## src/rtl/if_fetch_queue.sv

```systemverilog
// Instruction-fetch stage: owns the fetch PC, keeps one I-cache request in flight
// and buffers responses in a DEPTH-entry FIFO. Optional counters: `IF_FETCH_PERF_EN.
module if_fetch_queue #(
    parameter int unsigned     XLEN     = 32,
    parameter int unsigned     DEPTH    = 4,
    parameter logic [XLEN-1:0] RESET_PC = 32'h0,
    parameter logic [XLEN-1:0] NOP      = 32'h00000013
) (
    input  logic            clk,
    input  logic            reset_n,
    input  logic            fetch_enable,
    input  logic            combined_stall,
    input  logic            redirect_valid,
    input  logic [XLEN-1:0] redirect_pc,
    output logic            icache_req_valid,
    output logic [XLEN-1:0] icache_req_addr,
    input  logic            icache_req_ready,
    input  logic            i_cache_ready,
    input  logic            i_cache_hit,
    input  logic [XLEN-1:0] i_cache_rdata,
    output logic [XLEN-1:0] IF_ID_PC,
    output logic [XLEN-1:0] IF_ID_Instruction,
    output logic            IF_ID_enable_out
`ifdef IF_FETCH_PERF_EN
    ,
    output logic [31:0]     perf_fetch_cnt,
    output logic [31:0]     perf_miss_cycles,
    output logic [31:0]     perf_flush_cnt
`endif
);

    localparam int unsigned PTR_W = $clog2(DEPTH);
    localparam int unsigned CNT_W = $clog2(DEPTH + 1);

    typedef enum logic [1:0] {S_RUN, S_WAIT, S_DROP} state_t;

    state_t            state, state_next;
    logic [XLEN-1:0]   fetch_pc, req_pc;
    logic [XLEN-1:0]   mem_pc    [DEPTH];
    logic [XLEN-1:0]   mem_instr [DEPTH];
    logic [PTR_W-1:0]  rd_ptr, wr_ptr;
    logic [CNT_W-1:0]  count;
    logic              resp, accept, push, pop;

    assign resp = i_cache_ready && i_cache_hit;

    // Requests are also held off while reset is asserted so the cache sees none.
    assign icache_req_valid = reset_n && fetch_enable && (state == S_RUN) &&
                              (count < CNT_W'(DEPTH)) && !redirect_valid;
    assign icache_req_addr  = fetch_pc;
    assign accept           = icache_req_valid && icache_req_ready;

    assign IF_ID_enable_out  = (count != '0);
    assign IF_ID_PC          = IF_ID_enable_out ? mem_pc[rd_ptr]    : '0;
    assign IF_ID_Instruction = IF_ID_enable_out ? mem_instr[rd_ptr] : NOP;
    assign pop               = IF_ID_enable_out && !combined_stall && !redirect_valid;

    always_comb begin
        state_next = state;
        push       = 1'b0;
        unique case (state)
            S_RUN:  if (accept) state_next = S_WAIT;
            S_WAIT: begin
                if (redirect_valid) begin
                    state_next = resp ? S_RUN : S_DROP;
                end else if (resp) begin
                    state_next = S_RUN;
                    push       = 1'b1;
                end
            end
            S_DROP: if (resp) state_next = S_RUN;
            default: state_next = S_RUN;
        endcase
    end

    always_ff @(posedge clk) begin
        if (!reset_n) begin
            state    <= S_RUN;
            fetch_pc <= RESET_PC;
            req_pc   <= '0;
            rd_ptr   <= '0;
            wr_ptr   <= '0;
            count    <= '0;
        end else begin
            state <= state_next;
            if (accept) req_pc <= fetch_pc;
            if (redirect_valid) begin
                fetch_pc <= {redirect_pc[XLEN-1:2], 2'b00};
                rd_ptr   <= '0;
                wr_ptr   <= '0;
                count    <= '0;
            end else begin
                if (accept) fetch_pc <= fetch_pc + XLEN'(4);
                if (push)   wr_ptr   <= wr_ptr + PTR_W'(1);
                if (pop)    rd_ptr   <= rd_ptr + PTR_W'(1);
                if (push && !pop)      count <= count + CNT_W'(1);
                else if (pop && !push) count <= count - CNT_W'(1);
            end
        end
    end

    always_ff @(posedge clk) begin
        if (reset_n && push) begin
            mem_pc[wr_ptr]    <= req_pc;
            mem_instr[wr_ptr] <= i_cache_rdata;
        end
    end

`ifdef IF_FETCH_PERF_EN
    always_ff @(posedge clk) begin
        if (!reset_n) begin
            perf_fetch_cnt   <= '0;
            perf_miss_cycles <= '0;
            perf_flush_cnt   <= '0;
        end else begin
            if (push && perf_fetch_cnt != '1)
                perf_fetch_cnt <= perf_fetch_cnt + 32'd1;
            if ((state == S_WAIT || state == S_DROP) && !resp && perf_miss_cycles != '1)
                perf_miss_cycles <= perf_miss_cycles + 32'd1;
            if (redirect_valid && perf_flush_cnt != '1)
                perf_flush_cnt <= perf_flush_cnt + 32'd1;
        end
    end
`endif

endmodule

```

## config.mk

```make
export PLATFORM = sky130hd
export DESIGN_NAME = if_fetch_queue
export DESIGN_NICKNAME = d
export VERILOG_FILES = /design/src/rtl/if_fetch_queue.sv
export SDC_FILE = /design/constraint.sdc
export NUM_CORES = 1
export LEC_CHECK = 0
export ABC_CLOCK_PERIOD_IN_PS = 7660
export BUFFER_PORTS_ARGS = -buffer_cell sky130_fd_sc_hd__buf_2
export CORE_AREA = 10 10 202 204
export DETAILED_ROUTE_END_ITERATION = 8
export DIE_AREA = 0 0 212 214
export GPL_TIMING_DRIVEN = 0
export PLACE_DENSITY = 0.62
export SLEW_MARGIN = 5
export SYNTH_ARGS = -nofsm -noshare
export SYNTH_HDL_FRONTEND = slang
export SYNTH_SLANG_ARGS = --single-unit
```

## constraint.sdc

```tcl
create_clock -name clk -period 7.66 [get_ports clk]
set_input_delay 0.383 -clock clk [delete_from_list [all_inputs] [get_ports clk]]
set_output_delay 0.383 -clock clk [all_outputs]
set_load 0.01 [all_outputs]
```

==> metrics.md <==
| Metric | Value |
|---|---|
| Outcome | `completed` |
| Max Used Layer | `met5` |
| Worst-margin pin slew | `0.843 ns` |
| X dimension of the die | `212 µm` |
| Detailed Route WL | `29.9 mm` |
| Final setup TNS | `0 ns` |
| Inserted Diodes | `0` |
| Commonest non-fill, non-tap cell in the layout | `edfxtp_1` |
| Placed Area | `14,300 µm²` |
| Synth Warn # | `0` |
| Placer Congestion | `0.873` |
| CP endpoint kind | `output pin` |
| I/O Pins | `170` |
| Remaining DRCs | `0` |
| Pins Over Slew Limit | `0` |
| Final #Nets | `1,098` |
| Top delay family on crit path | `buffers and inverters` |
| Pre-Repair DR Iteration Count | `5` |
| Post CTS Setup Buffer Count | `0` |
| Top_reg_cell synth | `edfxtp_1` |
| Crit path top cell by count | `buf_2` |
| Initial antenna violation count | `1` |
| Most frequent cells in the layout | `edfxtp_1, buf_2, nand2_1` |
| Critical Path Fanout Max | `10` |
| Final setup violating endpoints | `0` |
| DR iter-0 viols | `462` |
| Largest net degree at the start of global routing | `49` |
| Pre-CTS setup slack | `4.93 ns` |
| Layout area overhead | `21.0%` |
| Wirelength per Cell | `19.7 µm` |
| Clk root buf | `clkbuf_16` |
| Worst-path cell chain | `clkbuf_1 -> buf_2 -> mux4_2 -> or2_2 -> buf_2` |
| Met2 wire length | `13.5 mm` |
| DR vias/cell | `4.95` |
| Post_cts resized | `0` |
| Max-cap viol count | `0` |
| Final ANT Viol Nets | `0` |
| DR WL met3 | `2.20 mm` |
| Hold Slack | `0.0926 ns` |
| GR Overflow Total | `0` |
| Htree depth | `2` |
| Share of layout cells above drive strength 1 | `29.8%` |
| FF+latch count, synth | `319` |
| Total CTS buffers | `36` |
| Port Buffers | `162` |
| Worst hold path class | `in -> reg` |
| Core Box Area | `37,000 µm²` |
| Final Cycle Share | `41.1%` |
| Die height | `214 µm` |
| Cell area after layout | `15,400 µm²` |
| Startpoint Class | `flip-flop` |
| PwrDens | `234 nW/µm²` |
| Cell Rows | `71` |
| CP arrival | `2.77 ns` |
| Cells after Synth | `811` |
| CTS sink count | `319` |
| Final worst slack | `4.51 ns` |
| RSZ-0062 raised after global routing | `false` |
| Worst Path Buf+Inv | `3` |
| Critical Path RT | `7.28 ns` |
| F_max | `317 MHz` |
| CTS tree | `done` |
| Final Non-Filler Cells | `1,519` |
| Peak VDD IR | `0.000132 V` |
| Sequential cell area fraction in the yosys report | `69.6%` |
| Vias in the first global route | `7,778` |
| Mapped Area | `12,700 µm²` |
| DIE AREA | `45,400 µm²` |
| HPWL after detailed placement | `20.6 mm` |
| Clk_skew | `0.0163 ns` |
| Post-synth EDFFs | `248` |
| Insertion delay to the later sink of the worst-skew pair | `0.51 ns` |
| Placed cells | `1,455` |
| Clk buf depth | `3` |
| Crit Path Category | `reg -> out` |
| Avg Cell Area, Syn | `15.7 µm²` |
| First-pass GRT wire length | `46.2 mm` |
| Yosys cell types | `55` |
| Slowest cell on crit path | `mux4_2` |
| P_leak | `5.30 nW` |
| Pwr Total | `3.61 mW` |
| Slew HR | `43.7%` |
| Wl on met1 | `13.7 mm` |
| Fin. Hold Viols | `0` |
| Reg clk slew, reported paths | `0.06 ns` |
| Period minus WS final | `3.15 ns` |
| GRT Total Usage | `13.0%` |
| Vias | `7,515` |
| Asr flop ratio synth | `0%` |
| Slowest stage delay, CP | `0.56 ns` |
| Final Core Density | `41.6%` |
| CTS Hold Bufs | `0` |
| Initial Util | `34.4%` |
==> kinds of logic after synthesis <==
kind of cell	count (synthesis)	share of synthesized area, %
xor+xnor	17	1.17
simple gates	242	10.3
mux	69	11.5
other cells	1	0.0294
flops	319	69.6
fa+ha+maj	7	0.747
compound gates	95	4.44
buf+inv	61	2.16
==> cell type report <==
type                       instances  area (µm²)
fill                            3410       21600
sequential                       319        8870
multi-input combinational        434        3630
clock buffer                      49         991
timing repair buffer             167         932
tap                              474         593
buffer                            51         238
clock inverter                    15         125
inverter                          10        37.5
==> power by group <==
group / switching [mW] / internal, mW
clock network: 0.650 / 0.972
registers: 0.0206 / 1.86
logic: 0.0582 / 0.0411
==> worst register-to-register path: cells and delay by family, from the launching register on <==
family                     cells  cell delay, ns
and+or+nand+nor                2            1.03
adders and majority gates      2            0.68
DFF                            1            0.44
xor gates and xnor gates       1            0.15
AOI/OAI and AO/OA              1            0.13
buffers and inverters          1            0.06
==> cell usage after synthesis (7+ instances only) <==
| cell | count | share of area, % |
|---|---|---|
| nand2_1 | 86 | 2.5 |
| o22ai_1 | 9 | 0.44 |
| nor3_1 | 8 | 0.31 |
| xor2_1 | 8 | 0.55 |
| nor2_1 | 14 | 0.41 |
| buf_2 | 10 | 0.39 |
| mux4_2 | 62 | 11 |
| buf_4 | 9 | 0.53 |
| nand4_1 | 7 | 0.34 |
| xnor2_1 | 9 | 0.62 |
| a21oi_1 | 52 | 2.0 |
| nor2b_1 | 62 | 3.0 |
| edfxtp_1 | 248 | 58 |
| nand3_1 | 12 | 0.47 |
| inv_1 | 10 | 0.29 |
| and2_1 | 7 | 0.34 |
| nor3b_1 | 8 | 0.47 |
| clkbuf_1 | 30 | 0.88 |
| a31oi_1 | 9 | 0.44 |
| and3_1 | 10 | 0.49 |
| dfxtp_1 | 71 | 11 |
==> final timing paths <==
path / from / to / slack, ns / depth (start not counted)
worst min-delay path: i_cache_rdata[31] / mem_instr[1][31] / 0.09 / 1
worst min register to register: req_pc[21] / req_pc[21] / 0.50 / 2
worst max-delay path: flip-flop / IF_ID_Instruction[4] / 4.51 / 5
worst max register to register: state[0] / count[2] / 5.09 / 7
==> layer usage <==
layer | up-vias | global-route usage, %
met1 | 3678 | 17.9
met5 | - | 0
met3 | 48 | 3.48
met4 | 2 | 3.02
met2 | 266 | 20.0
li1 | 3521 | -
==> sequential cells by signal, summed over array words and instances (netlist names), named ones only <==
signal and count:
count 3, req_pc 30, state 2, mem_pc 120, mem_instr 128, rd_ptr 2
wr_ptr 2, icache_req_addr 30
Power figures use the tool's default switching activity.
